### src/rtl/lab5_mcore_mem_net_endpoint_if.sv
`default_nettype none
// ============================================================================
// Module : lab5_mcore_mem_net_endpoint_if (+ message type package)
// Brief  : Message types and bundled handshake channels for the bank-side
//          memory network endpoint (netreq in, memreq out, memresp in,
//          netresp out, sticky dest error flag).
// Rev    : 1.0  initial release
// ============================================================================

package lab5_mcore_mem_net_endpoint_pkg;

  typedef struct packed {
    logic [1:0] dest;
    logic [1:0] src;
    logic [7:0] opaque;
  } net_hdr_t;

  typedef struct packed {
    logic [2:0]  msg_type;
    logic [7:0]  opaque;
    logic [31:0] addr;
    logic [1:0]  len;
    logic [31:0] data;
  } mem_req_4B_t;

  typedef struct packed {
    logic [2:0]  msg_type;
    logic [7:0]  opaque;
    logic [1:0]  test;
    logic [1:0]  len;
    logic [31:0] data;
  } mem_resp_4B_t;

endpackage

interface lab5_mcore_mem_net_endpoint_if;
  import lab5_mcore_mem_net_endpoint_pkg::*;

  logic         netreq_val;
  logic         netreq_rdy;
  net_hdr_t     netreq_msg_hdr;
  mem_req_4B_t  netreq_msg_payload;

  logic         memreq_val;
  logic         memreq_rdy;
  mem_req_4B_t  memreq_msg;

  logic         memresp_val;
  logic         memresp_rdy;
  mem_resp_4B_t memresp_msg;

  logic         netresp_val;
  logic         netresp_rdy;
  net_hdr_t     netresp_msg_hdr;
  mem_resp_4B_t netresp_msg_payload;

  logic         dest_err;

  // Endpoint view
  modport slave (
    input  netreq_val, netreq_msg_hdr, netreq_msg_payload,
    output netreq_rdy,
    output memreq_val, memreq_msg,
    input  memreq_rdy,
    input  memresp_val, memresp_msg,
    output memresp_rdy,
    output netresp_val, netresp_msg_hdr, netresp_msg_payload,
    input  netresp_rdy,
    output dest_err
  );

  // Environment view (network + memory side)
  modport master (
    output netreq_val, netreq_msg_hdr, netreq_msg_payload,
    input  netreq_rdy,
    input  memreq_val, memreq_msg,
    output memreq_rdy,
    output memresp_val, memresp_msg,
    input  memresp_rdy,
    input  netresp_val, netresp_msg_hdr, netresp_msg_payload,
    output netresp_rdy,
    input  dest_err
  );

endinterface

`default_nettype wire

### src/rtl/lab5_mcore_mem_net_endpoint.sv
`default_nettype none
// ============================================================================
// Module : lab5_mcore_mem_net_endpoint
// Brief  : Bank-side network endpoint. Strips request headers, forwards the
//          payload to memory through a one-entry request register, queues
//          memory responses and returns them as packets routed by the top two
//          opaque bits. Credits cap requests in flight at the response queue
//          depth, so the memory response port is never back-pressured.
// Rev    : 1.0  initial release
// ============================================================================

module lab5_mcore_mem_net_endpoint
  import lab5_mcore_mem_net_endpoint_pkg::*;
#(
  parameter int p_num_credits = 2,
  parameter bit p_check_dest  = 1'b1
) (
  input  wire logic       clk,
  input  wire logic       reset,   // active-low, asynchronous
  input  wire logic [1:0] src_id,
  lab5_mcore_mem_net_endpoint_if.slave bus
);

  localparam int CNT_W = $clog2(p_num_credits + 1);
  localparam int PTR_W = (p_num_credits > 1) ? $clog2(p_num_credits) : 1;
  localparam logic [CNT_W-1:0] NUM_CREDITS = CNT_W'(p_num_credits);
  localparam logic [PTR_W-1:0] LAST_PTR    = PTR_W'(p_num_credits - 1);

  logic             reqreg_valid;
  mem_req_4B_t      reqreg_msg;
  logic [CNT_W-1:0] credits_used;
  logic [CNT_W-1:0] q_count;
  logic [PTR_W-1:0] q_head;
  logic [PTR_W-1:0] q_tail;
  mem_resp_4B_t     q_mem [p_num_credits];
  logic             dest_err_q;

  logic             netreq_fire;
  logic             memreq_fire;
  logic             memresp_fire;
  logic             netresp_fire;
  mem_resp_4B_t     head_msg;
  net_hdr_t         resp_hdr;

  // Source and opaque fields of the incoming header carry no meaning here.
  logic unused_hdr;
  assign unused_hdr = ^{bus.netreq_msg_hdr.src, bus.netreq_msg_hdr.opaque};

  function automatic logic [PTR_W-1:0] ptr_next(input logic [PTR_W-1:0] p);
    return (p == LAST_PTR) ? '0 : p + PTR_W'(1);
  endfunction

  // Handshakes; ready outputs are forced low while reset is asserted.
  assign bus.netreq_rdy  = reset && (credits_used < NUM_CREDITS)
                                 && (!reqreg_valid || bus.memreq_rdy);
  assign bus.memresp_rdy = reset && (q_count < NUM_CREDITS);

  assign netreq_fire  = bus.netreq_val  && bus.netreq_rdy;
  assign memreq_fire  = reqreg_valid    && bus.memreq_rdy;
  assign memresp_fire = bus.memresp_val && bus.memresp_rdy;
  assign netresp_fire = bus.netresp_val && bus.netresp_rdy;

  assign bus.memreq_val = reqreg_valid;
  assign bus.memreq_msg = reqreg_msg;

  assign head_msg                = q_mem[q_head];
  assign bus.netresp_val         = (q_count != '0);
  assign bus.netresp_msg_payload = head_msg;
  assign bus.netresp_msg_hdr     = resp_hdr;
  assign bus.dest_err            = dest_err_q;

  // Build the response header: route back to the requester named in opaque.
  always_comb begin
    resp_hdr        = '0;
    resp_hdr.dest   = head_msg.opaque[7:6];
    resp_hdr.src    = src_id;
    resp_hdr.opaque = 8'h00;
  end

  // Request register: load on accept, drain when memory takes it.
  always_ff @(posedge clk or negedge reset) begin
    if (!reset) begin
      reqreg_valid <= 1'b0;
      reqreg_msg   <= '0;
    end else if (netreq_fire) begin
      reqreg_valid <= 1'b1;
      reqreg_msg   <= bus.netreq_msg_payload;
    end else if (memreq_fire) begin
      reqreg_valid <= 1'b0;
    end
  end

  // Credit counter: one credit per accepted request, returned on response
  // send; saturates at zero so a spurious response cannot underflow it.
  always_ff @(posedge clk or negedge reset) begin
    if (!reset) begin
      credits_used <= '0;
    end else if (netreq_fire && !netresp_fire) begin
      credits_used <= credits_used + CNT_W'(1);
    end else if (!netreq_fire && netresp_fire && (credits_used != '0)) begin
      credits_used <= credits_used - CNT_W'(1);
    end
  end

  // Response queue pointers and occupancy.
  always_ff @(posedge clk or negedge reset) begin
    if (!reset) begin
      q_head  <= '0;
      q_tail  <= '0;
      q_count <= '0;
    end else begin
      if (memresp_fire) q_tail <= ptr_next(q_tail);
      if (netresp_fire) q_head <= ptr_next(q_head);
      if (memresp_fire && !netresp_fire)      q_count <= q_count + CNT_W'(1);
      else if (!memresp_fire && netresp_fire) q_count <= q_count - CNT_W'(1);
    end
  end

  // Response queue storage; contents are don't-care while the slot is empty.
  always_ff @(posedge clk) begin
    if (memresp_fire) q_mem[q_tail] <= bus.memresp_msg;
  end

  // Sticky flag for requests addressed to some other endpoint.
  always_ff @(posedge clk or negedge reset) begin
    if (!reset) begin
      dest_err_q <= 1'b0;
    end else if (netreq_fire && p_check_dest && (bus.netreq_msg_hdr.dest != src_id)) begin
      dest_err_q <= 1'b1;
    end
  end

endmodule

`default_nettype wire
### src/flat_wrapper.sv
// flat-port wrapper written by rule: the top's interface ports become plain ports
module lab5_mcore_mem_net_endpoint_flat import lab5_mcore_mem_net_endpoint_pkg::*;
#(
  parameter int p_num_credits = 2,
  parameter bit p_check_dest  = 1'b1
)
  (clk, reset, src_id, bus_netreq_val, bus_netreq_msg_hdr, bus_netreq_msg_payload, bus_netreq_rdy, bus_memreq_val, bus_memreq_msg, bus_memreq_rdy, bus_memresp_val, bus_memresp_msg, bus_memresp_rdy, bus_netresp_val, bus_netresp_msg_hdr, bus_netresp_msg_payload, bus_netresp_rdy, bus_dest_err);
  lab5_mcore_mem_net_endpoint_if bus_i ();
  input  wire logic clk;
  input  wire logic reset;
  input  wire logic [1:0] src_id;
  input wire logic [$bits(bus_i.netreq_val)-1:0] bus_netreq_val;
  input wire logic [$bits(bus_i.netreq_msg_hdr)-1:0] bus_netreq_msg_hdr;
  input wire logic [$bits(bus_i.netreq_msg_payload)-1:0] bus_netreq_msg_payload;
  output wire logic [$bits(bus_i.netreq_rdy)-1:0] bus_netreq_rdy;
  output wire logic [$bits(bus_i.memreq_val)-1:0] bus_memreq_val;
  output wire logic [$bits(bus_i.memreq_msg)-1:0] bus_memreq_msg;
  input wire logic [$bits(bus_i.memreq_rdy)-1:0] bus_memreq_rdy;
  input wire logic [$bits(bus_i.memresp_val)-1:0] bus_memresp_val;
  input wire logic [$bits(bus_i.memresp_msg)-1:0] bus_memresp_msg;
  output wire logic [$bits(bus_i.memresp_rdy)-1:0] bus_memresp_rdy;
  output wire logic [$bits(bus_i.netresp_val)-1:0] bus_netresp_val;
  output wire logic [$bits(bus_i.netresp_msg_hdr)-1:0] bus_netresp_msg_hdr;
  output wire logic [$bits(bus_i.netresp_msg_payload)-1:0] bus_netresp_msg_payload;
  input wire logic [$bits(bus_i.netresp_rdy)-1:0] bus_netresp_rdy;
  output wire logic [$bits(bus_i.dest_err)-1:0] bus_dest_err;
  assign bus_i.netreq_val = bus_netreq_val;
  assign bus_i.netreq_msg_hdr = bus_netreq_msg_hdr;
  assign bus_i.netreq_msg_payload = bus_netreq_msg_payload;
  assign bus_netreq_rdy = bus_i.netreq_rdy;
  assign bus_memreq_val = bus_i.memreq_val;
  assign bus_memreq_msg = bus_i.memreq_msg;
  assign bus_i.memreq_rdy = bus_memreq_rdy;
  assign bus_i.memresp_val = bus_memresp_val;
  assign bus_i.memresp_msg = bus_memresp_msg;
  assign bus_memresp_rdy = bus_i.memresp_rdy;
  assign bus_netresp_val = bus_i.netresp_val;
  assign bus_netresp_msg_hdr = bus_i.netresp_msg_hdr;
  assign bus_netresp_msg_payload = bus_i.netresp_msg_payload;
  assign bus_i.netresp_rdy = bus_netresp_rdy;
  assign bus_dest_err = bus_i.dest_err;
  lab5_mcore_mem_net_endpoint #(.p_num_credits(p_num_credits), .p_check_dest(p_check_dest)) u_core (.clk(clk), .reset(reset), .src_id(src_id), .bus(bus_i));
endmodule
### config.mk
export PLATFORM = sky130hd
export DESIGN_NAME = lab5_mcore_mem_net_endpoint_flat
export DESIGN_NICKNAME = d
export VERILOG_FILES = /design/src/rtl/lab5_mcore_mem_net_endpoint_if.sv /design/src/rtl/lab5_mcore_mem_net_endpoint.sv /design/src/flat_wrapper.sv
export SDC_FILE = /design/constraint.sdc
export NUM_CORES = 1
export LEC_CHECK = 0
export BUFFER_PORTS_ARGS = -buffer_cell sky130_fd_sc_hd__buf_2
export CORE_MARGIN = 2
export CORE_UTILIZATION = 44
export DETAILED_ROUTE_END_ITERATION = 10
export PLACE_DENSITY = 0.8
export SETUP_SLACK_MARGIN = 0.15
export SLEW_MARGIN = 10
export SYNTH_ARGS = -nofsm -noshare
export SYNTH_HDL_FRONTEND = slang
export SYNTH_SLANG_ARGS = --single-unit
### constraint.sdc
create_clock -name clk -period 2.8 [get_ports clk]
set_input_delay 0.7 -clock clk [delete_from_list [all_inputs] [get_ports clk]]
set_output_delay 0.7 -clock clk [all_outputs]
set_load 0.005 [all_outputs]
==> Word level (Yosys, flattened, before mapping) <==
Memory sizes are Yosys's and may differ from the RTL's.
Cells that the tools add are included.
{ "word_totals": {"ff_bits": 85, "mem_bits_rw": 94, "word_cells": 54, "mem_count": 1} }
{ "memory_table": {"columns": ["name", "words", "word_bits", "rd", "rd_ports_with_merged_regs", "wr", "line_no", "source"], "rows": [
  ["u_core.q_mem", 2, 47, 1, 0, 1, "lab5_mcore_mem_net_endpoint.sv:35", "mem_resp_4B_t q_mem [p_num_credits];"]
]} }
{ "op_classes": {"n_addsub": 6, "order_cmp": 2, "eq_ne": 1, "n_mux": 10, "n_reduce_logical": 23} }
{ "ops": {"columns": ["operator", "n"], "rows": [
  ["$logic_and A1 B1 Y1", 13],
  ["$reduce_bool A2 Y1", 5],
  ["$mux W2", 4],
  ["$mux W1", 6],
  ["$add A2 B1 Y2 const B", 2],
  ["$logic_not A1 Y1", 4],
  ["$lt A2 B2 Y1 const B", 2],
  ["$sub A2 B1 Y2 const B", 2],
  ["$add A1 B1 Y1 const B", 2],
  ["$ne A2 B2 Y1", 1],
  ["$logic_or A1 B1 Y1", 1]
]} }

==> Logic depth before layout (Yosys ltp) <==
Gate-level depths: netlist of the first run.
{ "logic_depth": {"word_depth": 9, "ltp_mapped": 7, "depth_no_buf": 7} }

==> Worst setup path before layout of the first run <==
Ideal clock, no wire load.
{ "synth_timing": {"path_kind": "input -> register", "from": "in reset", "to": "mem u_core.q_mem[0][0] (netlist bit), enable pin", "setup_time_ns": 0.452, "arrival_time_ns": 3.013, "t_required_ns": 2.348, "path_slack_ns": -0.664, "path_stages": 3, "cell_sequence": "nor2b_1 -> nand2_1 -> nor2_1"} }
{ "synth_via": {"elab_chain_len": 4} }
{ "synth_rtl": {"columns": ["element", "line_no", "source"], "rows": [
  ["start, declared", "flat_wrapper.sv:10", "input wire logic reset;"],
  ["$logic_and A1 B1 Y1", "lab5_mcore_mem_net_endpoint.sv:56", "assign bus.memresp_rdy = reset && (q_count < NUM_CREDITS);"],
  ["$logic_and A1 B1 Y1", "lab5_mcore_mem_net_endpoint.sv:60", "assign memresp_fire = bus.memresp_val && bus.memresp_rdy;"],
  ["$mux W1", "lab5_mcore_mem_net_endpoint.sv:121", "if (memresp_fire) q_mem[q_tail] <= bus.memresp_msg;"],
  ["$mux W1 (not written as such)", "lab5_mcore_mem_net_endpoint.sv:121", null],
  ["end, declared", "lab5_mcore_mem_net_endpoint.sv:35", null]
]} }
No other way between the ends.

==> Final worst setup path of the first run <==
{ "layout_timing": {"from": "reg u_core.q_head", "to": "out bus_netresp_msg_payload[39]"} }
{ "layout_via": {"elab_chain_len": 1} }
{ "layout_rtl": {"columns": ["element", "line_no", "source"], "rows": [
  ["start, declared", "lab5_mcore_mem_net_endpoint.sv:33", "logic [PTR_W-1:0] q_head;"],
  ["start signal, assigned", "lab5_mcore_mem_net_endpoint.sv:113", "if (netresp_fire) q_head <= ptr_next(q_head);"],
  ["$mem_v2 Z2 W47", null, null],
  ["end, declared", "flat_wrapper.sv:24", "output wire logic [$bits(bus_i.netresp_msg_payload)-1:0] bus_netresp_msg_payload;"]
]} }
No other way between the ends.

==> results.py, run 1 <==
metrics = {
    "clocking": {
        "clk_path_buf_depth": 2,
        "clkTransAtPathRegs_ps": 70,
        "post_cts.resized_instances": 0,
        "cts-root-buf": "sky130_fd_sc_hd__clkbuf_16",
        "postCtsHoldBufs": 0,
        "clock_sink_count": 179,
        "clock_latency_ps": 420,
        "clock_tree_from_tritoncts": "yes",
        "cts_htree_levels": 4,
        "cts-buffers-inserted": 17,
        "post-cts-setup-buffer-count": 0,
    },
    "logic_synthesis": {
        "synth_warnings": 0,
        "post-synth-top-area-cell": "sky130_fd_sc_hd__edfxtp_1",
        "post_synth_num_cell_types": 29,
        "synth_compound_area_frac": 0.00613,
        "synth_top_cell_area_share": 0.395,
        "xor_xnor_portion_of_the_synthesized_cell_area": 0.00980,
        "synth_edf_count": 94,
        "mappedNetlistArea_um2": 7150,
        "dominantRegCellSynth": "sky130_fd_sc_hd__edfxtp_1",
        "synth-seq-cells": 179,
        "multiplexer_fraction_of_the_synthesized_cell_area": 0.235,
        "post_synth_top_cells": "94 x sky130_fd_sc_hd__edfxtp_1, 85 x sky130_fd_sc_hd__dfrtp_1, 76 x sky130_fd_sc_hd__mux2_4, 47 x sky130_fd_sc_hd__mux2_2, 12 x sky130_fd_sc_hd__buf_4",
        "synth_seq_area_share": 0.693,
        "post_synth_and_or_nand_nor_area_fraction": 0.0130,
        "yosys-top-cells-area": "sky130_fd_sc_hd__edfxtp_1 39%, sky130_fd_sc_hd__dfrtp_1 30%, sky130_fd_sc_hd__mux2_4 16%",
        "postSynth.asyncResetShare": 0.475,
        "synthMostInstantiatedCell": "sky130_fd_sc_hd__edfxtp_1",
        "combinational_family_with_the_most_area_after_synthesis": "multiplexers",
        "post_synth_fa_ha_maj_area_fraction": 0.00175,
        "mapped_avg_cell_area_um2": 19.9,
        "netlist_instances": 360,
    },
    "power_and_ir_drop": {
        "power.density_nw_per_um2": 969,
        "power.clock.fraction": 0.250,
        "power_leakage_nw": 4.23,
        "p_comb_frac": 0.308,
        "power_report.internal_total_w": 0.00645,
        "seqPwrFrac": 0.442,
        "switching_share": 0.274,
        "post-layout-total-power_w": 0.00889,
        "vdd_drop_max_mv": 0.572,
        "power.switching_w": 0.00243,
    },
    "worst_setup_path": {
        "critical_path.cell_chain": "buf_12, mux2_2, buf_2",
        "reg2reg_to": "u_core.bus.memreq_msg[76]",
        "timing.critical_path.arrival_ps": 1790,
        "timing.critical_path.from": "u_core.q_head",
        "max_stage_delay_ps": 550,
        "required_time_reported_for_the_critical_path_endpoint_ps": 2100,
        "worst_r2r_startpoint": "u_core.bus.memreq_val",
        "worst_setup_path_end_kind": "output pin",
        "r2r_slack_ps": 1110,
        "destination_of_the_critical_timing_path": "bus_netresp_msg_payload[39]",
        "timing.critical_path.fanout_max": 38,
        "critPathSlowestCell": "sky130_fd_sc_hd__dfrtp_2",
        "cp-start-kind": "flop",
        "reg2reg_depth": 4,
        "criticalPathCategory": "flop to output pin",
    },
    "hold_path": {
        "hold_path_class": "input port to asynchronous set/reset pin",
    },
    "timing": {
        "fin_ws_ps": 309,
        "period_share": 0.890,
        "grt_setup_unrepaired": "false",
        "max_freq_mhz": 401,
        "worst_pin_slew_ps": 875,
        "report.final.setup_viol": 0,
        "hold_viol": 0,
        "fin_crit_ps": 2490,
        "maxSlewHeadroom": 0.417,
        "finalHoldWorstSlack_ps": 145,
        "setup_total_negative_slack_ps": 0,
        "maxSlewViolCount": 0,
        "fin_skew_ps": 12.8,
    },
    "detailed_routing": {
        "first_pass_iters": 4,
        "viasPerCell": 4.66,
        "detailedRoute.firstIterationViolations": 204,
        "antenna_violating_nets_post_route": 0,
        "drc": 0,
        "post_detailed_routing_wire_length_um": 14600,
        "routed_wire_length_per_instance_um": 17.0,
        "routed-via-count": 4021,
    },
    "floorplanning": {
        "number_of_cell_rows": 46,
        "num_io_pins": 285,
        "die_h_um": 131,
        "width_of_the_die_um": 131,
        "initial_core_util": 0.450,
        "core_area_um2": 15900,
        "design.die.area_um2": 17300,
    },
    "final_layout": {
        "drive_gt1_frac": 0.669,
        "antenna_cells_inserted": 0,
        "area_growth_syn_to_layout_pct": 28.3,
        "layoutNonFillerInstCount": 863,
        "final_net_count": 779,
    },
    "global_routing": {
        "global_route.usage.total": 0.173,
        "sum_of_overflow_across_all_layers_after_global_routing": 0,
        "first_global_vias": 4353,
        "wire_length_of_the_first_global_routing_pass_um": 23400,
        "pin_count_of_the_biggest_net_entering_global_routing": 72,
        "antenna_found_initial": 0,
    },
    "placed_design": {
        "gp_congestion": 0.751,
        "port-buffer-count": 266,
        "dp_hpwl_um": 10500,
        "detailedPlace.worstSlack_ps": 618,
        "placed_cells_incl_taps": 831,
    },
    "run": {
        "maxCapViolCount": 0,
    },
    "outcome": {
        "status": "completed",
    },
}
-- critical path, delay by kind of cell, from the launching register on --
kind / cells / cell delay (ps)
flip-flops: 1 / 550
multiplexers: 1 / 390
buffers and inverters: 2 / 400
-- cells by family after synthesis --
family	count (synthesis)
flops	179
buf+inv	28
simple gates	13
xor+xnor	8
mux	124
fa+ha+maj	1
other cells	1
compound gates	6
-- state kept, by name (all words and copies together) (netlist names) --
| signal | count |
|---|---|
| u_core.credits_used | 2 |
| u_core.bus.dest_err | 1 |
| u_core.q_mem | 94 |
| u_core.q_tail | 1 |
| u_core.bus.memreq_msg | 77 |
| u_core.q_count | 2 |
| u_core.bus.memreq_val | 1 |
| u_core.q_head | 1 |
-- per-stage QoR --
step,area (um^2),util
floorplan,7180,-
global placement,8610,0.542
detailed placement,8610,0.542
CTS,9170,0.577
global route,9170,0.577
finish,9170,0.577
-- worst min path at each step --
stage / start / endpoint / slack [ps] / cells after the start
2_1_floorplan: reset / u_core.bus.dest_err / 400 / 0
3_3_place_gp: u_core.bus.dest_err / u_core.bus.dest_err / 470 / 1
3_5_place_dp: u_core.bus.dest_err / u_core.bus.dest_err / 460 / 1
4_1_cts: reset / u_core.q_head / 130 / 1
5_1_grt: reset / u_core.bus.memreq_msg[15] / 140 / 1
6_report: reset / u_core.bus.memreq_msg[24] / 140 / 1
-- metal layers --
metal	GRT usage	vias up	routed length, um
met1	0.209	1961	5900
met5	0	-	0
met2	0.290	196	7390
li1	-	1849	-
met4	0.0574	0	142
met3	0.0617	15	1220
-- power by group through the flow --
| stage | Sequential [W] | Clock (W) | Combinational (W) |
|---|---|---|---|
| floorplan | 0.00392 | 0 | 0.00166 |
| global placement | 0.00392 | 0 | 0.00270 |
| detailed placement | 0.00394 | 0 | 0.00279 |
| CTS | 0.00393 | 0.00229 | 0.00279 |
| global route | 0.00401 | 0.00239 | 0.00295 |
| finish | 0.00393 | 0.00222 | 0.00274 |
-- area by class of cell --
cell class                 count  area, um^2
timing repair buffer         274        1440
fill                        1265        6720
multi-input combinational    160        1940
clock inverter                10         101
sequential                   179        4950
clock buffer                  22         454
tap                          216         270
inverter                       2        7.51
-- cell usage in the layout (no fill, tap or decap), types with 3 or more instances in the layout --
cell                         instances
sky130_fd_sc_hd__xnor2_1             4
sky130_fd_sc_hd__clkinv_4            3
sky130_fd_sc_hd__edfxtp_1           94
sky130_fd_sc_hd__nand2_1             3
sky130_fd_sc_hd__clkbuf_16          17
sky130_fd_sc_hd__clkinvlp_4          3
sky130_fd_sc_hd__buf_4               5
sky130_fd_sc_hd__mux2_2             47
sky130_fd_sc_hd__clkbuf_1            4
sky130_fd_sc_hd__dfrtp_1            84
sky130_fd_sc_hd__xor2_1              4
sky130_fd_sc_hd__conb_1              8
sky130_fd_sc_hd__buf_12              4
sky130_fd_sc_hd__buf_2             265
sky130_fd_sc_hd__mux2_4             76
Power figures use the tool's default switching activity.
==> run 2, diff against run 1 <==
Settings changed: CELL_PAD_IN_SITES_DETAIL_PLACEMENT from default to 1, CELL_PAD_IN_SITES_GLOBAL_PLACEMENT from default to 1, CORE_UTILIZATION 44 to 36.
==> results.py, run 2 (synthesis results as in run 1) <==
metrics = {
    "detailed_routing": {
        "antenna_violating_nets_post_route": 0,
        "post_detailed_routing_wire_length_um": 16100,
        "detailedRoute.firstIterationViolations": 86,
        "routed-via-count": 4070,
        "first_pass_iters": 4,
        "routed_wire_length_per_instance_um": 17.6,
        "drc": 0,
        "viasPerCell": 4.46,
    },
    "floorplanning": {
        "num_io_pins": 285,
        "design.die.area_um2": 21000,
        "width_of_the_die_um": 145,
        "initial_core_util": 0.367,
        "number_of_cell_rows": 51,
        "core_area_um2": 19500,
        "die_h_um": 145,
    },
    "clocking": {
        "clock_sink_count": 179,
        "clock_latency_ps": 420,
        "cts-buffers-inserted": 17,
        "clock_tree_from_tritoncts": "yes",
        "postCtsHoldBufs": 0,
        "post_cts.resized_instances": 0,
        "cts-root-buf": "sky130_fd_sc_hd__clkbuf_16",
        "clkTransAtPathRegs_ps": 70,
        "post-cts-setup-buffer-count": 0,
        "clk_path_buf_depth": 2,
        "cts_htree_levels": 4,
    },
    "worst_setup_path": {
        "reg2reg_depth": 4,
        "timing.critical_path.fanout_max": 47,
        "cp-start-kind": "flop",
        "required_time_reported_for_the_critical_path_endpoint_ps": 2100,
        "timing.critical_path.arrival_ps": 1630,
        "worst_setup_path_end_kind": "output pin",
        "criticalPathCategory": "flop to output pin",
    },
    "final_layout": {
        "final_cell_area_um2": 9260,
        "layoutNonFillerInstCount": 913,
        "drive_gt1_frac": 0.675,
        "final_net_count": 779,
        "largest_reg_flops": 94,
        "mostFrequentLayoutCells": "265 x sky130_fd_sc_hd__buf_2, 94 x sky130_fd_sc_hd__edfxtp_1, 84 x sky130_fd_sc_hd__dfrtp_1, 76 x sky130_fd_sc_hd__mux2_4, 47 x sky130_fd_sc_hd__mux2_2",
        "largest_reg_by_ff_count": "u_core.q_mem",
        "area_growth_syn_to_layout_pct": 29.5,
        "final_common_cell": "sky130_fd_sc_hd__buf_2",
    },
    "global_routing": {
        "gr-usage-met2": 0.274,
        "global_route.usage.total": 0.158,
        "sum_of_overflow_across_all_layers_after_global_routing": 0,
        "pin_count_of_the_biggest_net_entering_global_routing": 77,
        "wire_length_of_the_first_global_routing_pass_um": 26000,
        "first_global_vias": 4701,
        "globalRouteMet3Util": 0.0506,
        "global_route.usage.met1": 0.184,
        "antenna_found_initial": 2,
        "most_used_layer_global_route": "met2",
    },
    "timing": {
        "period_share": 0.834,
        "maxSlewHeadroom": 0.363,
        "setup_total_negative_slack_ps": 0,
        "finalHoldWorstSlack_ps": 116,
        "worst_pin_slew_ps": 956,
        "maxSlewViolCount": 0,
        "max_freq_mhz": 428,
        "hold_viol": 0,
        "grt_setup_unrepaired": "false",
        "fin_skew_ps": 8.43,
        "fin_crit_ps": 2330,
        "report.final.setup_viol": 0,
    },
    "placed_design": {
        "port-buffer-count": 266,
        "gp_congestion": 0.787,
        "dp_hpwl_um": 11900,
        "postPlaceCellArea_um2": 8670,
        "placed_cells_incl_taps": 880,
    },
    "power_and_ir_drop": {
        "vdd_drop_max_mv": 0.429,
        "power.density_nw_per_um2": 973,
        "power_leakage_nw": 4.25,
        "post-layout-total-power_w": 0.00901,
    },
    "run": {
        "maxCapViolCount": 0,
    },
    "hold_path": {
        "hold_path_class": "input port to asynchronous set/reset pin",
    },
    "outcome": {
        "status": "completed",
    },
}
run 2: changes by cell type in the layout (fill, tap and decap cells not counted):
cell                         before  now
sky130_fd_sc_hd__clkinvlp_4       3    1
sky130_fd_sc_hd__clkbuf_1         4    0
sky130_fd_sc_hd__clkinv_4         3    1
sky130_fd_sc_hd__clkbuf_8         1    0
sky130_fd_sc_hd__clkinv_8         0    2
sky130_fd_sc_hd__inv_8            0    7
sky130_fd_sc_hd__bufinv_16        1    0
sky130_fd_sc_hd__diode_2          0    1
sky130_fd_sc_hd__clkinvlp_2       0    1
run 2: final timing paths:
| check | start | to | slack (ps) |
|---|---|---|---|
| setup / recovery | u_core.q_head | bus_netresp_msg_payload[42] | 470 |
| hold / removal | reset | u_core.q_count[0] | 120 |
| setup reg to reg | u_core.bus.memreq_val | u_core.bus.memreq_msg[16] | 1140 |
| hold reg to reg | u_core.bus.dest_err | u_core.bus.dest_err | 480 |
| max in group asynchronous | reset | u_core.bus.memreq_msg[38] | 1500 |
| min in group clk | bus_memresp_msg[12] | u_core.q_mem[1][12] | 460 |
run 2: cell type report:
cell class | instances | area (um^2)
antenna | 1 | 2.50
clock buffer | 17 | 425
clock inverter | 15 | 155
fill | 2035 | 10200
inverter | 2 | 7.51
multi-input combinational | 160 | 1940
sequential | 179 | 4950
tap | 265 | 332
timing repair buffer | 274 | 1440
run 2: critical path: stages (launching register included):
cell	delay [ps]
sky130_fd_sc_hd__dfrtp_2	400
sky130_fd_sc_hd__buf_12	260
sky130_fd_sc_hd__mux2_2	380
sky130_fd_sc_hd__buf_2	130
run 2: power by group:
part | total [W] | switching, W | internal (W)
clock | 0.00231 | 0.00111 | 0.00120
combinational | 0.00279 | 0.00110 | 0.00170
sequential | 0.00391 | 0.000406 | 0.00350
total | 0.00901 | 0.00261 | 0.00639
run 2: layer usage:
| metal | share of wire | wire (um) |
|---|---|---|
| met4 | 0.017 | 271 |
| met3 | 0.079 | 1260 |
| met5 | 0.00081 | 13 |
| met2 | 0.50 | 8060 |
| met1 | 0.40 | 6470 |
run 2: per-stage QoR:
stage           util  worst slack (ps)
2_1_floorplan      -               280
3_3_place_gp   0.446               718
3_5_place_dp   0.446               687
4_1_cts        0.475               428
5_1_grt        0.476               390
6_report       0.476               466
